## config.mk

```make
export PLATFORM = sky130hd
export DESIGN_NAME = overture_encoder_8bit
export DESIGN_NICKNAME = d
export VERILOG_FILES = /design/src/rtl/overture_pkg.sv /design/src/rtl/overture_instr_pack.sv /design/src/rtl/overture_encoder_8bit.sv
export SDC_FILE = /design/constraint.sdc
export NUM_CORES = 1
export LEC_CHECK = 0
export ABC_AREA = 1
export BUFFER_PORTS_ARGS = -buffer_cell sky130_fd_sc_hd__buf_2
export CAP_MARGIN = 20
export CORE_ASPECT_RATIO = 1.75
export CORE_MARGIN = 5
export CORE_UTILIZATION = 56
export CTS_CLUSTER_DIAMETER = 100
export DETAILED_ROUTE_END_ITERATION = 7
export PLACE_DENSITY = 0.84
export SLEW_MARGIN = 25
export SYNTH_ARGS = -nofsm -noshare
export SYNTH_HDL_FRONTEND = slang
export SYNTH_HIERARCHICAL = 1
export SYNTH_SLANG_ARGS = --single-unit
```

## constraint.sdc

```tcl
create_clock -name clk -period 4.09 [get_ports clk]
set_clock_uncertainty 0.05 [all_clocks]
set_input_delay 0.818 -clock clk [delete_from_list [all_inputs] [get_ports clk]]
set_output_delay 0.818 -clock clk [all_outputs]
set_load 0.02 [all_outputs]
```

## src/rtl/overture_pkg.sv

```systemverilog
// Shared definitions for the Overture instruction encoder.
//  - class codes occupying the top two bits of every instruction byte
//  - request kinds accepted on the request port (including the two pseudo-ops)
//  - ALU operation and condition selector codes
//  - FSM state type for the encoder top
//  - pack_instr: joins a class code and a 6-bit payload into one byte
package overture_pkg;

  localparam logic [1:0] CLS_IMM  = 2'b00;
  localparam logic [1:0] CLS_CALC = 2'b01;
  localparam logic [1:0] CLS_COPY = 2'b10;
  localparam logic [1:0] CLS_COND = 2'b11;

  typedef enum logic [2:0] {
    KindImm  = 3'd0,
    KindCalc = 3'd1,
    KindCopy = 3'd2,
    KindCond = 3'd3,
    KindLdr  = 3'd4,
    KindJmp  = 3'd5
  } req_kind_e;

  // ALU operation codes carried in the CALC payload.
  localparam logic [2:0] ALU_OR   = 3'd0;
  localparam logic [2:0] ALU_NAND = 3'd1;
  localparam logic [2:0] ALU_NOR  = 3'd2;
  localparam logic [2:0] ALU_AND  = 3'd3;
  localparam logic [2:0] ALU_ADD  = 3'd4;
  localparam logic [2:0] ALU_SUB  = 3'd5;

  // Condition selectors carried in the COND payload (tested against the result register).
  localparam logic [2:0] COND_NEVER  = 3'd0;
  localparam logic [2:0] COND_EQZ    = 3'd1;
  localparam logic [2:0] COND_LTZ    = 3'd2;
  localparam logic [2:0] COND_LEZ    = 3'd3;
  localparam logic [2:0] COND_ALWAYS = 3'd4;
  localparam logic [2:0] COND_NEZ    = 3'd5;
  localparam logic [2:0] COND_GEZ    = 3'd6;
  localparam logic [2:0] COND_GTZ    = 3'd7;

  typedef enum logic [1:0] {
    StIdle  = 2'd0,
    StEmit1 = 2'd1,
    StEmit2 = 2'd2
  } enc_state_e;

  function automatic logic [7:0] pack_instr(input logic [1:0] cls, input logic [5:0] payload);
    return {cls, payload};
  endfunction

endpackage

```

## src/rtl/overture_instr_pack.sv

```systemverilog
// Combinational request-to-bytes translator.
// Ports:
//  kind      in  3  request kind (0..5 legal, 6..7 illegal)
//  imm       in  8  immediate for IMM/LDR/JMP
//  src       in  3  COPY source
//  dst       in  3  COPY/LDR destination
//  op        in  3  CALC alu op / COND and JMP condition
//  byte0     out 8  first (or only) byte to emit
//  byte1     out 8  second byte, meaningful only when two_byte=1
//  two_byte  out 1  request expands to two bytes
//  err_kind  out 1  illegal kind (takes priority over err_imm)
//  err_imm   out 1  immediate out of range (only when CHECK_IMM=1)
module overture_instr_pack
  import overture_pkg::*;
#(
  parameter bit CHECK_IMM = 1'b1
) (
  input  logic [2:0] kind,
  input  logic [7:0] imm,
  input  logic [2:0] src,
  input  logic [2:0] dst,
  input  logic [2:0] op,
  output logic [7:0] byte0,
  output logic [7:0] byte1,
  output logic       two_byte,
  output logic       err_kind,
  output logic       err_imm
);

  logic imm_bad;

  // Immediate field is 6 bits wide; anything above 63 cannot be encoded.
  assign imm_bad = CHECK_IMM && (imm[7:6] != 2'b00);

  always_comb begin
    byte0    = 8'h00;
    byte1    = 8'h00;
    two_byte = 1'b0;
    err_kind = 1'b0;
    err_imm  = 1'b0;
    case (kind)
      KindImm: begin
        byte0   = pack_instr(CLS_IMM, imm[5:0]);
        err_imm = imm_bad;
      end
      KindCalc: byte0 = pack_instr(CLS_CALC, {3'b000, op});
      KindCopy: byte0 = pack_instr(CLS_COPY, {src, dst});
      KindCond: byte0 = pack_instr(CLS_COND, {3'b000, op});
      KindLdr: begin
        byte0    = pack_instr(CLS_IMM, imm[5:0]);
        byte1    = pack_instr(CLS_COPY, {3'b000, dst});
        // The IMM already lands in register 0, so a copy 0->0 is dropped.
        two_byte = (dst != 3'd0);
        err_imm  = imm_bad;
      end
      KindJmp: begin
        byte0    = pack_instr(CLS_IMM, imm[5:0]);
        byte1    = pack_instr(CLS_COND, {3'b000, op});
        two_byte = 1'b1;
        err_imm  = imm_bad;
      end
      default: err_kind = 1'b1;
    endcase
  end

endmodule

```

## src/rtl/overture_encoder_8bit.sv

```systemverilog
// Overture instruction encoder: accepts structured requests and streams the encoded
// machine bytes over a valid/ready byte port, expanding LDR and JMP into two bytes.
// Ports:
//  clk, rst                 clock and asynchronous active-high reset
//  req_valid/req_ready      request handshake
//  req_kind/imm/src/dst/op  request fields, sampled only on the handshake
//  out_valid/out_ready      byte handshake
//  out_instr, out_last      encoded byte and last-byte-of-request flag
//  err_imm, err_kind        one-cycle pulses for dropped requests
//  emit_count               bytes handshaken since reset (wraps)
module overture_encoder_8bit
  import overture_pkg::*;
#(
  parameter int unsigned CNT_W     = 8,
  parameter bit          CHECK_IMM = 1'b1
) (
  input  logic             clk,
  input  logic             rst,
  input  logic             req_valid,
  output logic             req_ready,
  input  logic [2:0]       req_kind,
  input  logic [7:0]       req_imm,
  input  logic [2:0]       req_src,
  input  logic [2:0]       req_dst,
  input  logic [2:0]       req_op,
  output logic             out_valid,
  input  logic             out_ready,
  output logic [7:0]       out_instr,
  output logic             out_last,
  output logic             err_imm,
  output logic             err_kind,
  output logic [CNT_W-1:0] emit_count
);

  enc_state_e state_q, state_d;

  logic [7:0] pk_byte0, pk_byte1;
  logic       pk_two_byte, pk_err_kind, pk_err_imm;
  logic       pk_err;

  logic [7:0] second_q;
  logic       two_byte_q;

  logic req_fire;
  logic out_fire;

  overture_instr_pack #(
    .CHECK_IMM (CHECK_IMM)
  ) u_pack (
    .kind     (req_kind),
    .imm      (req_imm),
    .src      (req_src),
    .dst      (req_dst),
    .op       (req_op),
    .byte0    (pk_byte0),
    .byte1    (pk_byte1),
    .two_byte (pk_two_byte),
    .err_kind (pk_err_kind),
    .err_imm  (pk_err_imm)
  );

  assign pk_err   = pk_err_kind | pk_err_imm;
  assign req_fire = req_valid & req_ready;
  assign out_fire = out_valid & out_ready;

  // State register.
  always_ff @(posedge clk or posedge rst) begin
    if (rst) begin
      state_q <= StIdle;
    end else begin
      state_q <= state_d;
    end
  end

  // Next-state logic.
  always_comb begin
    state_d = state_q;
    unique case (state_q)
      StIdle: begin
        if (req_fire && !pk_err) state_d = StEmit1;
      end
      StEmit1: begin
        if (out_ready) state_d = two_byte_q ? StEmit2 : StIdle;
      end
      StEmit2: begin
        if (out_ready) state_d = StIdle;
      end
      default: state_d = StIdle;
    endcase
  end

  // Handshake outputs decoded from state.
  always_comb begin
    req_ready = 1'b0;
    out_valid = 1'b0;
    unique case (state_q)
      StIdle:  req_ready = 1'b1;
      StEmit1: out_valid = 1'b1;
      StEmit2: out_valid = 1'b1;
      default: ;
    endcase
  end

  // Output byte register and second-byte stash. Both only move on a handshake,
  // so the presented byte cannot change while the sink stalls.
  always_ff @(posedge clk or posedge rst) begin
    if (rst) begin
      out_instr  <= 8'h00;
      out_last   <= 1'b0;
      second_q   <= 8'h00;
      two_byte_q <= 1'b0;
      err_imm    <= 1'b0;
      err_kind   <= 1'b0;
    end else begin
      err_imm  <= 1'b0;
      err_kind <= 1'b0;
      if (state_q == StIdle && req_fire) begin
        if (pk_err) begin
          err_kind <= pk_err_kind;
          err_imm  <= pk_err_imm & ~pk_err_kind;
        end else begin
          out_instr  <= pk_byte0;
          out_last   <= ~pk_two_byte;
          second_q   <= pk_byte1;
          two_byte_q <= pk_two_byte;
        end
      end else if (state_q == StEmit1 && out_ready && two_byte_q) begin
        out_instr <= second_q;
        out_last  <= 1'b1;
      end
    end
  end

  // Emitted-byte counter, wraps naturally.
  always_ff @(posedge clk or posedge rst) begin
    if (rst) begin
      emit_count <= '0;
    end else if (out_fire) begin
      emit_count <= emit_count + {{(CNT_W-1){1'b0}}, 1'b1};
    end
  end

endmodule

```

==> results of run 1 <==
-- metal layers --
metal	wire, um	track usage
met1	1304	0.1972
met2	1990	0.3333
met3	205	0.04480
met4	106	0.09785
met5	0	0
-- final cells by class --
| class | instances | area, um2 | area share |
|---|---|---|---|
| clock buffers | 7 | 76.32 | 0.03749 |
| inverters | 22 | 87.58 | 0.04302 |
| multi-input cells | 174 | 848.3 | 0.4167 |
| flip-flops and latches | 30 | 750.7 | 0.3688 |
| well taps | 42 | 52.55 | 0.02581 |
| repair buffers | 44 | 220.2 | 0.1082 |
-- worst max-delay path by stage --
| stage | start | to | slack [ns] | cells after the start |
|---|---|---|---|---|
| 2_1_floorplan | req_kind[0] | out_instr[0] | 2.25 | 9 |
| 3_3_place_gp | req_kind[0] | state_q[1] | 1.81 | 10 |
| 3_5_place_dp | req_kind[0] | state_q[1] | 1.72 | 10 |
| 4_1_cts | state_q[0] | out_valid | 1.98 | 3 |
| 5_1_grt | req_kind[0] | state_q[0] | 1.87 | 10 |
| 6_report | state_q[0] | out_valid | 1.99 | 3 |
-- cell families after synthesis --
kind of cell,count (synthesis)
simple gates,159
xor+xnor,4
buf+inv,28
flops,30
other cells,1
fa+ha+maj,5
compound gates,2
mux,1
-- power by group through the flow --
stage,Clock (mW),Sequential (mW),Combinational (mW)
detailed placement,0,0.491,0.599
global route,0.238,0.500,0.666
CTS,0.222,0.486,0.605
floorplan,0,0.559,0.366
global placement,0,0.489,0.578
finish,0.216,0.485,0.594
-- per-stage QoR --
step                hold WS (ns)  setup WS [ns]  cells    util  power (mW)
finish                    0.4286          1.993    319  0.6877       1.294
global route              0.4483          1.866    319  0.6877       1.404
CTS                       0.4322          1.982    319  0.6877       1.313
detailed placement        0.4164          1.725    312  0.6619       1.090
global placement          0.4113          1.809    312  0.6619       1.066
floorplan                 0.3992          2.248    232       -      0.9257
-- worst max-delay path, delay by kind of cell, from the launching register on --
family,cells,cell delay (ns)
adder cells (fa/ha/maj),1,0.32
buffers and inverters,2,0.26
flip-flops,1,0.37
-- registers in the layout, indices dropped and copies added, names as in the netlist --
name        count
state_q         2
err_imm         1
err_kind        1
emit_count      8
out_last        1
two_byte_q      1
second_q        8
out_instr       8
-- cell usage in the layout (no fill, tap or decap), types with 5 or more instances in the layout --
master	instances
buf_2	44
nand3_1	27
inv_1	15
clkbuf_8	5
inv_2	5
nand2_2	12
nor2_1	8
dfrtp_1	30
nor2_2	5
nand2_1	98
ha_1	5
==> summary.txt, run 1 <==
Run status
  – Result of the run: complete, no violations

Detailed routing
  – Routed vias/inst: 4.859
  – Post-route DRC: 0
  – Initial DRC count: 30
  – Drt pass-1 iters: 4
  – WL final: 3.606 mm
  – Number of routed nets with antenna violations: 0
  – Vias post-DR: 1,550
  – WL per Instance: 11.30 um

Critical path
  – Worst EP arrival: 1.23 ns
  – Slowest-stage cell, CP: dfrtp_1
  – Critical path type: register to output port
  – Max incr delay on CP: 0.37 ns
  – Worst Path Required: 3.22 ns
  – Critical Path Sink Type: output port
  – R2r endpoint: state_q[1]
  – CP Launch Type: register
  – RR Startpoint: state_q[1]
  – Reg-to-reg slack, setup: 2.11 ns
  – R2R cell count: 9
  – Critical path cell sequence: inv_1 > ha_1 > buf_2
  – Worst-path maximum fanout: 3

Global route
  – Pin count of the biggest net entering global routing: 31
  – First-pass GRT wire length: 6.251 mm
  – Total global routing overflow: 0
  – Vias in the first global route: 1,487
  – Initial antenna violation count: 0
  – Gr usage total: 0.1893

Finish
  – ANT cells: 0
  – Finished layout cell area: 2036 um2
  – Fill cells: 279
  – Layout overhead on the synthesized area: 18.16%
  – Layout net count: 306
  – Layout cells sized above 1: 0.2780

Synth
  – Predominant post-synthesis flop cell: dfrtp_1
  – Seq/Total Area, Yosys: 0.4357
  – Yosys warns: 6
  – Commonest cells in the netlist: 98 x nand2_1, 30 x dfrtp_1, 27 x nand3_1
  – Asr flop ratio synth: 1.000
  – Post-Synth Simple-Gate Area: 0.4154
  – Adder-cell share of the synthesized area: 0.03631
  – #FFs+latches synth: 30
  – Mux contribution to synthesized area: 0.006536
  – Synth Area in XOR/XNOR: 0.02033
  – Synth Area in Compound Gates: 0.007262
  – Cell with the most instances after synthesis: nand2_1
  – Yosys cell types: 24
  – Post-synth EDFFs: 0
  – Main combinational cell family by area after synthesis: simple AND/OR/NAND/NOR gates
  – Post-Syn Area: 1723 um2
  – Average size of a mapped cell: 7.491 um2
  – Cell count after synthesis: 230
  – Post-synth top area share: 0.4357
  – Dominant cells by area after synthesis: dfrtp_1 44%, nand2_1 21%, nand3_1 7.8%
  – Yosys top cell by area: dfrtp_1

CTS
  – CTS H-Tree Depth: 2
  – Num CTS Buffers: 5
  – CTS root buf: clkbuf_8
  – Clock transition at path regs: 0.06 ns
  – CTS tree: built
  – Clock buffer depth: 2
  – # Post-CTS Setup Buffers: 0
  – Clk_lat worst skew: 0.28 ns
  – CTS resizes: 0
  – Cts hold-fix bufs: 0
  – Clock sinks: 30

Power and ir drop
  – Leakage power: 1.192 nW
  – Pwr Density: 635.8 nW/um2
  – Clock share of power: 0.167
  – VDD IR-drop max: 0.3494 mV
  – Sw power: 563.6 uW
  – Seq pwr share: 0.375
  – Switching share of power: 0.4354
  – Combinational cell fraction of total power: 0.459
  – Int Pwr: 730.8 uW

Die
  – Die Y: 83.38 um
  – Die Span X: 51.93 um
  – FP Rows: 26
  – Die area: 4330 um2
  – Placeable Area: 2960 um2
  – Initial core utilization: 0.5820
  – I/O pins: 45

Min path
  – Number of cells on the worst hold path: 2
  – Hold Path Class: register to register
  – Worst Hold End: second_q[6]
  – Hold Startpoint: second_q[6]

Placement
  – Detailed Place HPWL: 2.876 mm
  – IO buf count: 44
  – Placed Area: 1959 um2
  – Gpl congestion: 0.8988

STA
  – Slew HR: 0.5933
  – RSZ-0062 raised after global routing: no
  – Fin crit period: 2.097 ns
  – Endpoints failing setup: 0
  – Setup TNS after final layout: 0 ns
  – Fin. Hold Viols: 0
  – Fmax: 477.0 MHz
  – Slew Limit Fails: 0
  – Final period util: 0.5126
  – Slew of the pin with the lowest slew margin: 0.6091 ns

Flow run
  – Max_cap viols: 0
No activity file was read; power rests on OpenSTA's default activity.
==> run 2: changes to the inputs <==
--- a/config.mk
+++ b/config.mk
@@ -10,10 +10,10 @@
 export CAP_MARGIN = 20
 export CORE_ASPECT_RATIO = 1.75
 export CORE_MARGIN = 5
-export CORE_UTILIZATION = 56
+export CORE_UTILIZATION = 47
 export CTS_CLUSTER_DIAMETER = 100
 export DETAILED_ROUTE_END_ITERATION = 7
-export PLACE_DENSITY = 0.84
+export PLACE_DENSITY = 0.75
 export SLEW_MARGIN = 25
 export SYNTH_ARGS = -nofsm -noshare
 export SYNTH_HDL_FRONTEND = slang
==> constraint.sdc (replaced) <==
create_clock -name clk -period 1.7 [get_ports clk]
set_clock_uncertainty 0.05 [all_clocks]
set_input_delay 0.34 -clock clk [delete_from_list [all_inputs] [get_ports clk]]
set_output_delay 0.34 -clock clk [all_outputs]
set_load 0.02 [all_outputs]
==> run 2 against run 1 <==
  * Power up 150%
  * Non-clock buffer count up 4
  * Hold slack worse by 0.36 ns
  * Largest power group unchanged
  * Register-to-register slack worse by 1.9 ns
==> summary.txt, run 2 (synthesis results as in run 1) <==
Run status
  – Result of the run: complete, no violations (unchanged)

Finish
  – Finished layout cell area: 2102 um2 (was 2036 um2)
  – ANT cells: 0 (unchanged)
  – Fill cells: 356 (was 279)
  – Layout net count: 310 (was 306)
  – Most common cell after layout, fill and taps aside: nand2_1 (unchanged)
  – Biggest regs: emit_count x8, out_instr x8, second_q x8 (unchanged)
  – Most frequent cells in the layout: 98 x nand2_1, 44 x buf_2, 30 x dfrtp_1 (unchanged)
  – Core Util, Final: 0.5852 (was 0.6877)
  – Layout overhead on the synthesized area: 22.00% (was 18.16%)
  – Final cell count without fillers: 326 (was 319)
  – Layout cells sized above 1: 0.2929 (was 0.2780)

Critical path
  – Worst Path Required: 1.31 ns (was 3.22 ns)
  – Worst EP arrival: 1.21 ns (was 1.23 ns)
  – CP Launch Type: register (unchanged)
  – Worst-path maximum fanout: 3 (unchanged)
  – Reg-to-reg slack, setup: 0.18 ns (was 2.11 ns)
  – Critical path type: register to output port (unchanged)
  – Critical Path Sink Type: output port (unchanged)

Die
  – Die Span X: 55.77 um (was 51.93 um)
  – Placeable Area: 3592 um2 (was 2960 um2)
  – Initial core utilization: 0.4796 (was 0.5820)
  – I/O pins: 45 (unchanged)
  – Die Y: 90.10 um (was 83.38 um)
  – Die area: 5025 um2 (was 4330 um2)
  – FP Rows: 29 (was 26)

STA
  – Final period util: 0.9398
  – Fin. Hold Viols: 0 (unchanged)
  – Fmax: 625.9 MHz
  – Slew Limit Fails: 0 (unchanged)
  – Fin crit period: 1.598 ns
  – Endpoints failing setup: 0 (unchanged)
  – Setup TNS after final layout: 0 ns (unchanged)

Power and ir drop
  – Total power: 3.231 mW (was 1.294 mW)
  – Leakage power: 1.223 nW (was 1.192 nW)
  – VDD IR-drop max: 0.7241 mV (was 0.3494 mV)
  – Pwr Density: 1537 nW/um2 (was 635.8 nW/um2)

Detailed routing
  – Routed vias/inst: 4.690 (was 4.859)
  – WL per Instance: 11.34 um (was 11.30 um)
  – WL final: 3.697 mm (was 3.606 mm)
  – Number of routed nets with antenna violations: 0 (unchanged)
  – Vias post-DR: 1,529 (was 1,550)
  – Drt pass-1 iters: 3 (was 4)
  – Post-route DRC: 0 (unchanged)
  – Initial DRC count: 71 (was 30)

Min path
  – Hold Path Class: input port to async pin (was register to register)

CTS
  – Clock buffer depth: 2 (unchanged)
  – # Post-CTS Setup Buffers: 0 (unchanged)
  – Clock sinks: 30 (unchanged)
  – CTS H-Tree Depth: 2 (unchanged)
  – Clk_lat worst skew: 0.28 ns (about the same)
  – CTS tree: built (unchanged)
  – CTS root buf: clkbuf_8 (unchanged)
  – Clock transition at path regs: 0.06 ns (about the same)
  – Num CTS Buffers: 5 (unchanged)

Placement
  – Gpl congestion: 0.8307 (was 0.8988)
  – Detailed Place HPWL: 2.951 mm (was 2.876 mm)
  – IO buf count: 44 (unchanged)
  – Inst Count DP: 320 (was 312)
  – Placed Area: 2007 um2 (was 1959 um2)

Global route
  – Pin count of the biggest net entering global routing: 31 (unchanged)
  – Gr usage total: 0.1625 (was 0.1893)
  – First-pass GRT wire length: 6.368 mm (was 6.251 mm)
  – Initial antenna violation count: 0 (unchanged)
  – Vias in the first global route: 1,530 (was 1,487)
  – Total global routing overflow: 0 (unchanged)

Flow run
  – Max_cap viols: 0 (unchanged)
## run 2: path summary, 6_finish.rpt
check,from,to,depth (start not counted)
max in group asynchronous,rst,state_q[0],3
hold / removal,rst,out_instr[5],3
setup / recovery,state_q[1],out_valid,3
hold reg to reg,second_q[7],second_q[7],2
min in group clk,req_op[1],second_q[1],5
setup reg to reg,state_q[1],out_instr[1],8
## run 2: where the power goes
group	switching [mW]	internal [mW]	total (mW)	leakage, nW
logic	0.951	0.557	1.51	0.805
registers	0.185	0.985	1.17	0.375
clock network	0.242	0.311	0.553	0.0431
total	1.38	1.85	3.23	1.22
## run 2: what timing repair did
action                                  CTS  global route
endpoints found under the setup margin    0             1
hold buffers                              0             0
gates resized for setup                   0             1
## run 2: area by class of cell
| cell class | instances | area [um2] | share of cell area |
|---|---|---|---|
| clock buffers | 6 | 82.58 | 0.03929 |
| multi-input cells | 174 | 860.8 | 0.4095 |
| repair buffers | 48 | 262.8 | 0.1250 |
| inverters | 22 | 87.58 | 0.04167 |
| well taps | 46 | 57.56 | 0.02738 |
| flip-flops and latches | 30 | 750.7 | 0.3571 |
## run 2: critical path, stage by stage (launching register included)
cell and delay (ns):
dfrtp_1 0.37, inv_1 0.11, ha_4 0.29, buf_2 0.15
## run 2: routing by layer
layer  part of all wire  vias to the layer above  GRT usage
li1                   -                      806          -
met1               0.39                      682     0.1614
met2               0.54                       35     0.3004
met3              0.053                        6    0.04011
met4              0.024                        0    0.08519
met5                  0                        -          0
## run 2: through the flow
step / hold slack (ns) / setup WS [ns]
5_1_grt: 0.1051 / -0.002795
3_5_place_dp: 0.3858 / 0.09308
6_report: 0.07280 / 0.1023
4_1_cts: 0.07828 / 0.05318
3_3_place_gp: 0.3810 / 0.1192
2_1_floorplan: 0.3808 / 0.1720
==> run 3: changes to the inputs <==
--- a/config.mk
+++ b/config.mk
@@ -5,7 +5,6 @@
 export SDC_FILE = /design/constraint.sdc
 export NUM_CORES = 1
 export LEC_CHECK = 0
-export ABC_AREA = 1
 export BUFFER_PORTS_ARGS = -buffer_cell sky130_fd_sc_hd__buf_2
 export CAP_MARGIN = 20
 export CORE_ASPECT_RATIO = 1.75
@@ -13,7 +12,7 @@
 export CORE_UTILIZATION = 47
 export CTS_CLUSTER_DIAMETER = 100
 export DETAILED_ROUTE_END_ITERATION = 7
-export PLACE_DENSITY = 0.75
+export PLACE_DENSITY = 0.76
 export SLEW_MARGIN = 25
 export SYNTH_ARGS = -nofsm -noshare
 export SYNTH_HDL_FRONTEND = slang
==> run 3 against run 2 <==
  * Cell count decreased by 26%
  * Largest power group unchanged
  * Synthesized area decreased by 6.0%
  * First-iteration DRC count decreased by 72%
  * Power rose by 19%
  * Combinational power increased by 35%
==> summary.txt, run 3 <==
Synth
  – Yosys warns: 6 (unchanged)
  – Dominant cells by area after synthesis: dfrtp_1 46%, mux2_4 7.4%, mux2_1 6.9% (was dfrtp_1 44%, nand2_1 21%, nand3_1 7.8%)
  – Post-synth EDFFs: 0 (unchanged)
  – #FFs+latches synth: 30 (unchanged)
  – Cell count after synthesis: 128 (was 230)
  – Predominant post-synthesis flop cell: dfrtp_1 (unchanged)
  – Asr flop ratio synth: 1.000 (unchanged)
  – Average size of a mapped cell: 12.66 um2 (was 7.491 um2)
  – Post-Syn Area: 1620 um2 (was 1723 um2)
  – Post-synth top area share: 0.4633 (was 0.4357)
  – Commonest cells in the netlist: 30 x dfrtp_1, 10 x mux2_1, 9 x mux2_2 (was 98 x nand2_1, 30 x dfrtp_1, 27 x nand3_1)
  – Yosys cell types: 38 (was 24)
  – Cell with the most instances after synthesis: dfrtp_1 (was nand2_1)
  – Yosys top cell by area: dfrtp_1 (unchanged)
  – Seq/Total Area, Yosys: 0.4633 (was 0.4357)

Critical path
  – Most used cell, CP: mux2_4
  – CP Launch Type: register (unchanged)
  – Buffers & Inverters on Critical Path: 3 (was 2)
  – Slowest-stage cell, CP: dfrtp_1 (unchanged)
  – Critical path type: register to register (was register to output port)
  – Worst EP arrival: 1.77 ns (was 1.21 ns)
  – Worst-path maximum fanout: 8 (was 3)
  – Critical Path Sink Type: register (was output port)
  – Critical path cell sequence: inv_2 > ha_4 > buf_6 > nand2_4 > buf_12 > mux2_4 > mux2_4 (was inv_1 > ha_4 > buf_2)
  – Max incr delay on CP: 0.37 ns (about the same)
  – Cell family with most CP delay: multiplexers (was flip-flops)
  – Worst Path Required: 1.81 ns (was 1.31 ns)

CTS
  – CTS root buf: clkbuf_8 (unchanged)
  – CTS H-Tree Depth: 2 (unchanged)
  – Cts hold-fix bufs: 0 (unchanged)
  – CTS tree: built (unchanged)
  – Num CTS Buffers: 5 (unchanged)
  – Clock transition at path regs: 0.06 ns (about the same)
  – Clk_lat worst skew: 0.28 ns (about the same)
  – Clock sinks: 30 (unchanged)
  – Clock buffer depth: 2 (unchanged)

Finish
  – Most frequent cells in the layout: 43 x buf_2, 30 x dfrtp_1, 18 x buf_4 (was 98 x nand2_1, 44 x buf_2, 30 x dfrtp_1)
  – Most common cell after layout, fill and taps aside: buf_2 (was nand2_1)
  – Layout net count: 225 (was 310)
  – Layout cells sized above 1: 0.5127 (was 0.2929)
  – Layout overhead on the synthesized area: 35.37% (was 22.00%)
  – ANT cells: 0 (unchanged)
  – Biggest regs: emit_count x8, out_instr x8, second_q x8 (unchanged)

Global route
  – Vias in the first global route: 1,332 (was 1,530)
  – Pin count of the biggest net entering global routing: 31 (unchanged)
  – First-pass GRT wire length: 5.789 mm (was 6.368 mm)
  – Total global routing overflow: 0 (unchanged)
  – Gr usage total: 0.1691 (was 0.1625)
  – Initial antenna violation count: 0 (unchanged)

STA
  – Final period util: 0.9730 (was 0.9398)
  – Min Hold Slack: 0.06879 ns (was 0.07280 ns)
  – Slew Limit Fails: 0 (unchanged)
  – RSZ-0062 raised after global routing: yes
  – Fin crit period: 1.654 ns (was 1.598 ns)
  – Fin. Hold Viols: 0 (unchanged)
  – Fmax: 604.6 MHz (was 625.9 MHz)
  – Endpoints failing setup: 0 (unchanged)
  – Final WS setup: 0.04594 ns (was 0.1023 ns)

Detailed routing
  – Post-route DRC: 0 (unchanged)
  – Initial DRC count: 20 (was 71)
  – WL per Instance: 15.35 um (was 11.34 um)
  – Number of routed nets with antenna violations: 0 (unchanged)
  – Vias post-DR: 1,229 (was 1,529)
  – Drt pass-1 iters: 4 (was 3)
  – Routed vias/inst: 5.079 (was 4.690)
  – WL final: 3.714 mm (was 3.697 mm)

Die
  – Die Span X: 54.39 um (was 55.77 um)
  – Placeable Area: 3363 um2 (was 3592 um2)
  – Die area: 4768 um2 (was 5025 um2)
  – I/O pins: 45 (unchanged)
  – Die Y: 87.67 um (was 90.10 um)
  – Initial core utilization: 0.4818 (was 0.4796)
  – FP Rows: 28 (was 29)

Placement
  – Gpl congestion: 0.7645 (was 0.8307)
  – IO buf count: 44 (unchanged)
  – Detailed Place HPWL: 2.691 mm (was 2.951 mm)
  – Post-placement setup slack: -0.3152 ns (was 0.09308 ns)

Power and ir drop
  – Pwr Density: 1753 nW/um2 (was 1537 nW/um2)
  – Leakage power: 1.156 nW (was 1.223 nW)
  – VDD IR-drop max: 1.236 mV (was 0.7241 mV)

Min path
  – Hold Path Class: input port to async pin (unchanged)

Flow run
  – Max_cap viols: 0 (unchanged)

Run status
  – Result of the run: complete, no violations (unchanged)
-- run 3: changes by cell type in the layout (fill, tap and decap cells not counted), sizes merged, moves of 7 or more --
cell,before,now
nor2,14,7
nand2,111,7
buf,48,65
mux2,1,27
nand3,28,1
inv,22,5
-- run 3: what timing repair did --
item / 4_1_cts / 5_1_grt
endpoints found under the hold margin: 0 / 0
buffers inserted: 6 / 2
resized for setup: 8 / 13
gates cloned: 0 / 0
endpoints found under the setup margin: 12 / 19
pin swaps: 1 / 3
-- run 3: path summary, 6_finish.rpt --
kind / endpoint / depth (start not counted) / slack, ns / from
max: out_instr[3] / 7 / 0.05 / state_q[0]
min: emit_count[0] / 3 / 0.07 / rst
max reg2reg: out_instr[3] / 7 / 0.05 / state_q[0]
min reg2reg: emit_count[7] / 1 / 0.43 / emit_count[7]
max in group asynchronous: second_q[7] / 3 / 1.25 / rst
min in group clk: err_imm / 3 / 0.32 / req_valid
-- run 3: cell families after synthesis --
kind of cell,count (synthesis),share of synthesized area
AOI/OAI and AO/OA,13,0.06796
muxes,31,0.2309
xor gates and xnor gates,7,0.03784
other,1,0.002314
adders and majority gates,5,0.03861
DFF,30,0.4633
and+or+nand+nor,30,0.1189
buffers and inverters,11,0.04015
-- run 3: report_power, final --
part | internal, mW | total [mW] | switching [mW]
Clock | 0.326 | 0.588 | 0.262
Combinational | 1.13 | 2.04 | 0.910
Sequential | 1.01 | 1.22 | 0.204
Total | 2.47 | 3.84 | 1.38
-- run 3: metal layers --
| layer | GRT usage | routed length (um) |
|---|---|---|
| met1 | 0.1659 | 1390 |
| met3 | 0.05622 | 217 |
| met5 | 0 | 0 |
| met4 | 0.06803 | 51 |
| met2 | 0.3086 | 2056 |
-- run 3: tightest hold or removal path, cell delays in order --
cell,delay [ns]
buf_2,0.09
inv_1,0.04
buf_4,0.34
-- run 3: area by class of cell --
type	count	area, um2
inverters	5	18.77
clock inverters	1	5.005
clock buffers	7	86.33
fillers	290	1170
repair buffers	65	404.1
well taps	45	56.30
multi-input cells	89	872.1
flip-flops and latches	30	750.7
-- run 3: metrics by stage --
step	instance area (um2)	instances	util	TNS, ns	power [mW]
3_5_place_dp	1962	226	0.5833	-3.248	2.936
3_3_place_gp	1962	226	0.5833	-2.432	2.853
6_report	2193	242	0.6522	0	3.845
2_1_floorplan	1647	130	-	-1.571	2.371
4_1_cts	2135	240	0.6347	0	3.699
5_1_grt	2193	242	0.6522	-0.2484	4.097
